## src/rtl/ram_rd_check.sv

```systemverilog
// Bus monitor for a 32x8 single-port RAM: shadows every write, checks each read's returned data
// after RD_LAT clocks, and keeps per-frame pass / error statistics.
module ram_rd_check #(
    parameter int unsigned RD_LAT = 1
) (
    input  logic        clk,
    input  logic        rst_n,
    input  logic        ram_wr_en,
    input  logic        ram_rd_en,
    input  logic [4:0]  ram_addr,
    input  logic [7:0]  ram_wr_data,
    input  logic [7:0]  ram_rd_data,
    output logic        err_flag,
    output logic [15:0] err_cnt,
    output logic [15:0] pass_cnt,
    output logic        frame_done,
    output logic        led
);

    localparam logic [1:0] StIdle  = 2'd0;
    localparam logic [1:0] StWrite = 2'd1;
    localparam logic [1:0] StRead  = 2'd2;
    localparam logic [1:0] StDrain = 2'd3;

    logic [1:0]  state_q, state_d;
    logic [1:0]  drain_q, drain_d;
    logic        wr_pend_q, wr_pend_d;
    logic        frame_err_q, frame_err_d;
    logic        err_flag_q, err_flag_d;
    logic        led_q;
    logic [15:0] err_cnt_q, err_cnt_d;
    logic [15:0] pass_cnt_q, pass_cnt_d;

    logic [7:0]  shadow_q [32];
    logic [31:0] valid_q;

    logic [RD_LAT-1:0]      pipe_stb_q;
    logic [RD_LAT-1:0]      pipe_vld_q;
    logic [RD_LAT-1:0][7:0] pipe_data_q;

    logic        wr_ok, rd_ok, prot_err, mismatch, err_event, new_frame, pass_inc;
    logic [1:0]  err_inc;
    logic [16:0] err_sum;

    assign prot_err = ram_wr_en & ram_rd_en;
    assign wr_ok    = ram_wr_en & ~ram_rd_en;
    assign rd_ok    = ram_rd_en & ~ram_wr_en;

    // Unwritten addresses are captured with valid=0 and never compared.
    assign mismatch  = pipe_stb_q[RD_LAT-1] & pipe_vld_q[RD_LAT-1] &
                       (pipe_data_q[RD_LAT-1] != ram_rd_data);
    assign err_event = prot_err | mismatch;
    assign err_inc   = {1'b0, prot_err} + {1'b0, mismatch};
    assign err_sum   = {1'b0, err_cnt_q} + {15'd0, err_inc};
    assign err_cnt_d = err_sum[16] ? 16'hFFFF : err_sum[15:0];

    always_comb begin
        state_d    = state_q;
        drain_d    = drain_q;
        wr_pend_d  = wr_pend_q;
        new_frame  = 1'b0;
        frame_done = 1'b0;
        unique case (state_q)
            StIdle: begin
                if (ram_wr_en) begin
                    state_d   = StWrite;
                    new_frame = 1'b1;
                end else if (ram_rd_en) begin
                    state_d   = StRead;
                    new_frame = 1'b1;
                end
            end
            StWrite: begin
                if (ram_rd_en)       state_d = StRead;
                else if (!ram_wr_en) state_d = StIdle;
            end
            StRead: begin
                if (!ram_rd_en) begin
                    state_d   = StDrain;
                    drain_d   = 2'd0;
                    wr_pend_d = 1'b0;
                end
            end
            StDrain: begin
                wr_pend_d = wr_pend_q | ram_wr_en;
                if (drain_q == 2'(RD_LAT - 1)) begin
                    frame_done = 1'b1;
                    wr_pend_d  = 1'b0;
                    if (wr_pend_q || ram_wr_en) begin
                        state_d   = StWrite;
                        new_frame = 1'b1;
                    end else if (ram_rd_en) begin
                        state_d   = StRead;
                        new_frame = 1'b1;
                    end else begin
                        state_d = StIdle;
                    end
                end else begin
                    drain_d = drain_q + 2'd1;
                end
            end
            default: state_d = StIdle;
        endcase
    end

    assign frame_err_d = new_frame ? err_event : (frame_err_q | err_event);
    // An error landing on the frame_done clock still belongs to the closing frame.
    assign pass_inc    = frame_done & ~frame_err_q & ~err_event;
    assign pass_cnt_d  = (pass_inc && pass_cnt_q != 16'hFFFF) ? pass_cnt_q + 16'd1 : pass_cnt_q;
    assign err_flag_d  = err_flag_q | err_event;

    always_ff @(posedge clk or negedge rst_n) begin
        if (!rst_n) begin
            state_q     <= StIdle;
            drain_q     <= 2'd0;
            wr_pend_q   <= 1'b0;
            frame_err_q <= 1'b0;
            err_flag_q  <= 1'b0;
            led_q       <= 1'b1;
            err_cnt_q   <= 16'd0;
            pass_cnt_q  <= 16'd0;
            valid_q     <= 32'd0;
            pipe_stb_q  <= '0;
            pipe_vld_q  <= '0;
            pipe_data_q <= '0;
        end else begin
            state_q     <= state_d;
            drain_q     <= drain_d;
            wr_pend_q   <= wr_pend_d;
            frame_err_q <= frame_err_d;
            err_flag_q  <= err_flag_d;
            led_q       <= ~err_flag_d;
            err_cnt_q   <= err_cnt_d;
            pass_cnt_q  <= pass_cnt_d;
            if (wr_ok) valid_q[ram_addr] <= 1'b1;
            pipe_stb_q[0]  <= rd_ok;
            pipe_vld_q[0]  <= valid_q[ram_addr];
            pipe_data_q[0] <= shadow_q[ram_addr];
            for (int i = 1; i < int'(RD_LAT); i++) begin
                pipe_stb_q[i]  <= pipe_stb_q[i-1];
                pipe_vld_q[i]  <= pipe_vld_q[i-1];
                pipe_data_q[i] <= pipe_data_q[i-1];
            end
        end
    end

    always_ff @(posedge clk) begin
        if (wr_ok) shadow_q[ram_addr] <= ram_wr_data;
    end

    assign err_flag = err_flag_q;
    assign err_cnt  = err_cnt_q;
    assign pass_cnt = pass_cnt_q;
    assign led      = led_q;

endmodule

```

## config.mk

```make
export PLATFORM = sky130hd
export DESIGN_NAME = ram_rd_check
export DESIGN_NICKNAME = d
export VERILOG_FILES = /design/src/rtl/ram_rd_check.sv
export SDC_FILE = /design/constraint.sdc
export NUM_CORES = 1
export LEC_CHECK = 0
export ABC_AREA = 0
export CAP_MARGIN = 20
export CORE_MARGIN = 10
export CORE_UTILIZATION = 30
export DETAILED_ROUTE_END_ITERATION = 7
export SYNTH_ARGS = -nofsm -noshare
export SYNTH_HDL_FRONTEND = slang
export SYNTH_SLANG_ARGS = --single-unit
```

## constraint.sdc

```tcl
create_clock -name clk -period 6.3 [get_ports clk]
set_input_delay 0.63 -clock clk [delete_from_list [all_inputs] [get_ports clk]]
set_output_delay 0.63 -clock clk [all_outputs]
set_load 0.01 [all_outputs]
```

==> results of run 1 <==
-- synthesized netlist by cell type, types with 10 or more instances --
| master | n |
|---|---|
| nor2_1 | 49 |
| dfrtp_1 | 81 |
| xor2_1 | 14 |
| inv_1 | 10 |
| nand4_1 | 20 |
| nand2_1 | 27 |
| a22oi_1 | 36 |
| mux4_2 | 72 |
| nand3_1 | 15 |
| or2_2 | 28 |
| edfxtp_1 | 256 |
| buf_2 | 10 |
| xnor2_1 | 15 |
-- registers in the layout, indices dropped and copies added, names as in the netlist --
name,count
valid_q,32
frame_err_q,1
drain_q,2
state_q,2
led,1
wr_pend_q,1
err_cnt,16
err_flag,1
shadow_q,256
pipe_vld_q,1
pipe_data_q,8
pipe_stb_q,1
pass_cnt,16
-- worst max-delay path: cells and delay by family --
kind,cells,cell delay [ns]
xor+xnor,1,0.13
simple gates,5,0.99
compound gates,2,0.68
buf+inv,3,0.76
fa+ha+maj,2,0.59
-- cell type report --
class / instances / area (µm²)
repair buffers: 72 / 746
fillers: 4246 / 29100
inverters: 10 / 37.5
clock buffers: 45 / 943
well taps: 600 / 751
flip-flops and latches: 338 / 9740
multi-input cells: 381 / 3690
clock inverters: 17 / 173
-- report_power, final --
part / total [mW] / internal [mW] / switching (mW)
clock: 2.02 / 1.18 / 0.833
combinational: 0.523 / 0.259 / 0.265
sequential: 2.58 / 2.50 / 0.0797
total: 5.12 / 3.94 / 1.18
-- through the flow --
stage	total power [mW]	hold slack (ns)
after CTS	5.17	0.0485
after global routing	5.34	0.0605
after detailed placement	3.15	0.408
final	5.12	0.0525
after floorplan	2.93	0.334
after global placement	3.14	0.396
-- routing by layer --
layer / up-vias / part of all wire / wire [µm]
li1: 3158 / - / -
met1: 3622 / 0.45 / 13500
met2: 247 / 0.44 / 13300
met3: 44 / 0.084 / 2510
met4: 0 / 0.018 / 547
met5: - / 0 / 0
-- logic make-up (layout without fill, tap and decap cells) --
group	after synthesis	after routing	share of synthesized area
mux	83	83	0.128
xor+xnor	29	29	0.0186
buf+inv	40	144	0.0152
flops	338	338	0.714
fa+ha+maj	9	9	0.00881
compound gates	57	57	0.0299
simple gates	203	203	0.0852
-- layout by cell type, fill, tap and decap left out, types with 4 or more instances in the layout --
| cell | instances |
|---|---|
| clkbuf_16 | 35 |
| mux4_2 | 72 |
| edfxtp_1 | 256 |
| ha_1 | 8 |
| or2_1 | 9 |
| and2_1 | 4 |
| nand3_1 | 15 |
| nand3b_1 | 4 |
| inv_1 | 10 |
| mux2_1 | 6 |
| clkinv_1 | 8 |
| o21ai_0 | 6 |
| nand2_1 | 27 |
| a21oi_1 | 5 |
| clkbuf_1 | 7 |
| dfrtp_1 | 81 |
| nor2_1 | 49 |
| or2_2 | 28 |
| nand2b_1 | 4 |
| nand4_1 | 20 |
| xor2_1 | 14 |
| a22oi_1 | 36 |
| and3_1 | 4 |
| nor3_1 | 7 |
| clkdlybuf4s50_1 | 56 |
| xnor2_1 | 15 |
| clkinv_2 | 4 |
| nor2b_1 | 4 |
| buf_4 | 11 |
-- worst max-delay path by stage --
| stage | from | cells after the start | slack [ns] | to |
|---|---|---|---|---|
| 5_1_grt | ram_rd_data[2] | 13 | 2.61 | err_cnt[4] |
| 2_1_floorplan | ram_rd_data[3] | 13 | 3.71 | err_cnt[5] |
| 4_1_cts | ram_rd_data[2] | 13 | 2.91 | err_cnt[4] |
| 3_3_place_gp | ram_rd_data[3] | 13 | 2.49 | err_cnt[4] |
| 3_5_place_dp | ram_rd_data[2] | 13 | 2.38 | err_cnt[4] |
| 6_report | ram_rd_data[3] | 13 | 2.93 | err_cnt[4] |
==> summary.md, run 1 <==
| Metric | Value |
|---|---|
| Status | `complete, no violations` |
| Worst-skew pair later-pin latency | `0.53 ns` |
| CP endpoint kind | `flip-flop` |
| Drc violations | `0` |
| Die Span X | `233 µm` |
| Initial antenna violation count | `0` |
| RSZ-0062 raised after global routing | `false` |
| Vias in the first global route | `7181` |
| Top-area cell type share of the netlist area | `0.564` |
| FMAX | `297 MHz` |
| 1st-iter DRT viols | `713` |
| GR Util met3 | `0.0290` |
| Num ports | `60` |
| Routed Antenna Nets | `0` |
| Rows | `78` |
| Syn Nets | `793` |
| Crit path time final | `3.37 ns` |
| Clk sinks | `338` |
| Diodes inserted | `0` |
| Initial core utilization | `0.302` |
| Cell accounting for the most synthesized area | `edfxtp_1` |
| Layout cells sized above 1 | `0.212` |
| Pwr dens | `319 nW/µm²` |
| Post-route clock period utilization | `0.535` |
| Clock skew | `0.0252 ns` |
| Post-synth design cell area | `13600 µm²` |
| Worst Path Max Fanout | `13` |
| Num CTS Buffers | `34` |
| Fin area | `16100 µm²` |
| CTS resizes | `0` |
| Die extent in y | `233 µm` |
| Area contributors post-synth | `edfxtp_1 (56%), dfrtp_1 (15%), mux4_2 (12%), a22oi_1 (2.0%), nor2_1 (1.3%)` |
| GRT overflow | `0` |
| Final Hold Fails | `0` |
| RR Endpoint | `err_cnt[4]` |
| Placed Area | `14900 µm²` |
| CTS tree | `built` |
| Synth unique cells | `61` |
| Post-route setup slack | `2.93 ns` |
| Vias | `7071` |
| Max-cap viol count | `0` |
| Cts hold-fix bufs | `0` |
| Crit-path max cell delay | `0.48 ns` |
| R2r worst-path depth | `12` |
| Predominant post-synthesis flop cell | `edfxtp_1` |
| Max-slew violations | `0` |
| Slew headroom | `0.346` |
| Cells after Synth | `759` |
| Hold Path Class | `input port to async pin` |
| Clk buf depth | `3` |
| Placed wire-length estimate | `18700 µm` |
| Slew at the pin closest to its max-slew limit | `0.978 ns` |
| Yosys reg bits | `338` |
| Pleak | `5.49 nW` |
| # port buffers | `59` |
| Ys Warns | `0` |
| Critical path required time | `6.73 ns` |
| Crit path launch type | `input port` |
| Wire per inst | `20.4 µm` |
| Gr usage total | `0.109` |
| Kind of critical path | `input port to flip-flop` |
| Gpl congestion | `0.803` |
| Die area | `54400 µm²` |
| Worst path arrival time | `3.80 ns` |
| Post-synth EDFFs | `256` |
| Post-synth ARST share | `0.243` |
| FF-to-FF Start | `pipe_data_q[1]` |
| CP Cell Sequence | `clkdlybuf4s50_1 -> xnor2_1 -> nand4_1 -> o211a_1 -> inv_1 -> fa_1 -> inv_1 -> ha_1 -> and3_1 -> nand2_1 -> nor2_2 -> nand3_1 -> o21ai_0` |
| Clock root buffer master | `clkbuf_16` |
| Placeable Area | `45200 µm²` |
| R2R Setup Slk | `3.06 ns` |
| CTS clock-pin slew for the worst setup and hold paths | `0.07 ns` |
| Avg Vias per Cell | `4.83` |
| Routed wire length | `29900 µm` |
| Slowest-stage cell, CP | `o211a_1` |
| Post-route setup TNS | `0 ns` |
| Global routing's busiest layer | `met2` |
| First-pass GRT wire length | `45300 µm` |
| Final setup vio count | `0` |
| Largest net degree at the start of global routing | `57` |
| Synth Area per Inst | `18.0 µm²` |
| Grt met2 use | `0.161` |
| H-tree lvl count | `2` |
| Grt met1 use | `0.155` |
| Drt pass-1 iters | `5` |
| Dpl cells | `1396` |
| Post-CTS setup buffers | `0` |
| Pre-CTS WS | `2.38 ns` |
| Layout Cells excl Fill | `1463` |
| Worst VDD drop | `0.000245 V` |
| Syn-to-layout area delta | `17.9%` |
| Most used cell, CP | `inv_1` |
| Nets | `871` |
| Post-synthesis sequential area ratio | `0.714` |
| Final core utilization | `0.356` |
Note: power is estimated with default switching activity, not from simulation.
==> inputs of run 2 (changes only) <==
==> constraint.sdc (replaced) <==
create_clock -name clk -period 2.8 [get_ports clk]
set_input_delay 0.28 -clock clk [delete_from_list [all_inputs] [get_ports clk]]
set_output_delay 0.28 -clock clk [all_outputs]
set_load 0.01 [all_outputs]
==> run 2 against run 1 <==
- register-to-register slack worse by 2.7 ns
- sequential power up 130%
- combinational power increased by 130%
==> summary.md, run 2 (synthesized netlist as in run 1, its figures left out) <==
| Metric | Value |
|---|---|
| Final core utilization | `0.369 (+0.0127)` |
| CTS tree | `built` |
| RSZ-0062 raised after global routing | `false` |
| Placed wire-length estimate | `19900 µm (+6.1%)` |
| Worst-skew pair later-pin latency | `0.55 ns (+0.02 ns)` |
| Largest regs | `shadow_q x256, valid_q x32` |
| Max reg flops | `256 (unchanged)` |
| Die Span X | `233 µm (unchanged)` |
| Worst VDD drop | `0.000495 V (+100%)` |
| Final setup vio count | `0 (unchanged)` |
| First-pass GRT wire length | `46900 µm (+3.7%)` |
| Pwr dens | `733 nW/µm² (+130%)` |
| Clk buf depth | `3 (unchanged)` |
| Post-route clock period utilization | `0.885` |
| Routed wire length | `30300 µm (+1.6%)` |
| Avg Vias per Cell | `4.77 (-1.3%)` |
| Syn-to-layout area delta | `22.1%` |
| Post-CTS setup buffers | `0 (unchanged)` |
| Rows | `78 (unchanged)` |
| Initial antenna violation count | `1 (+1)` |
| Final Hold Fails | `0 (unchanged)` |
| Diodes inserted | `0 (unchanged)` |
| 1st-iter DRT viols | `613 (-14%)` |
| Slew at the pin closest to its max-slew limit | `1.00 ns (+0.0269 ns)` |
| Gr usage total | `0.112 (+0.00365)` |
| CP endpoint kind | `primary output` |
| Nets | `929 (+6.7%)` |
| Layout cells sized above 1 | `0.263 (+0.0512)` |
| Status | `complete, no violations` |
| CTS clock-pin slew for the worst setup and hold paths | `0.06 ns (about the same)` |
| Clock skew | `0.0202 ns (-0.00492 ns)` |
| Slew headroom | `0.325 (-0.0207)` |
| Largest net degree at the start of global routing | `50 (-12%)` |
| Crit path time final | `2.48 ns` |
| Most common cell after layout, fill and taps aside | `edfxtp_1` |
| Vias | `7267 (+2.8%)` |
| Hold Path Class | `input port to async pin` |
| Pre-CTS WS | `0.0655 ns (-2.32 ns)` |
| # port buffers | `59 (unchanged)` |
| Num CTS Buffers | `36 (+5.9%)` |
| Clk sinks | `338 (unchanged)` |
| Commonest non-fill, non-tap cells in the layout | `edfxtp_1 (256), dfrtp_1 (81), mux4_2 (72)` |
| Top reg by flops | `shadow_q` |
| Max-slew violations | `0 (unchanged)` |
| Crit path launch type | `flip-flop` |
| Pleak | `5.85 nW (+6.5%)` |
| Initial core utilization | `0.302 (unchanged)` |
| Wire per inst | `19.9 µm (-2.4%)` |
| Die area | `54400 µm² (unchanged)` |
| Die extent in y | `233 µm (unchanged)` |
| Vias in the first global route | `7618 (+6.1%)` |
| Placeable Area | `45200 µm² (unchanged)` |
| Drt pass-1 iters | `6 (+1)` |
| Dpl cells | `1456 (+4.3%)` |
| Worst Path Max Fanout | `10 (-3)` |
| Drc violations | `0 (unchanged)` |
| Post-route setup slack | `0.323 ns (-2.61 ns)` |
| Post-route setup TNS | `0 ns (unchanged)` |
| Max-cap viol count | `0 (unchanged)` |
| H-tree lvl count | `2 (unchanged)` |
| Placed Area | `15300 µm² (+3.3%)` |
| Routed Antenna Nets | `0 (unchanged)` |
| Layout Cells excl Fill | `1523 (+4.1%)` |
| GRT overflow | `0 (unchanged)` |
| Fin area | `16700 µm² (+3.6%)` |
| FMAX | `404 MHz` |
| Gpl congestion | `0.834 (+3.9%)` |
| Worst path arrival time | `2.20 ns (-1.60 ns)` |
| Hold Worst Slack | `0.248 ns (+0.196 ns)` |
| Total Power | `12.2 mW (+140%)` |
| Kind of critical path | `flip-flop to primary output` |
| Clock root buffer master | `clkbuf_16` |
| Num ports | `60 (unchanged)` |
| Critical path required time | `2.52 ns (-4.21 ns)` |
==> run 2: report_power, final <==
part | internal (mW) | switching (mW)
Combinational | 0.598 | 0.589
Clock | 3.23 | 1.98
Sequential | 5.63 | 0.188
==> run 2: final timing paths <==
path / from / end / slack (ns) / cells past startpoint
worst max-delay path: drain_q[0] / frame_done / 0.32 / 4
worst min-delay path: rst_n / pass_cnt[9] / 0.25 / 2
worst max register to register: pipe_data_q[3] / err_cnt[4] / 0.33 / 13
worst min register to register: err_flag / led / 0.42 / 1
max in group asynchronous: rst_n / led / 1.84 / 3
min in group clk: err_flag / led / 0.42 / 1
==> run 2: cell type report <==
class,count,area (µm²)
Fill cell,4213,28500
Sequential cell,338,9740
Multi-Input combinational cell,381,3690
Timing Repair Buffer,128,1140
Clock buffer,49,981
Tap cell,600,751
Clock inverter,17,314
Inverter,10,37.5
==> run 2: repair_timing <==
item | 4_1_cts | 5_1_grt
resized for setup | 0 | 0
hold buffers | 1 | 0
hold endpoints to repair | 33 | 0
==> run 2: per-layer routing <==
| layer | routed length (µm) | track usage |
|---|---|---|
| met1 | 14100 | 0.162 |
| met4 | 593 | 0.0321 |
| met3 | 2310 | 0.0256 |
| met5 | 0 | 0 |
| met2 | 13300 | 0.166 |
==> run 2: critical path, cell delays in order (launching register included) <==
cell	delay [ns]
dfrtp_1	0.42
inv_1	0.08
ha_1	0.35
and2_1	0.22
clkdlybuf4s50_1	0.59
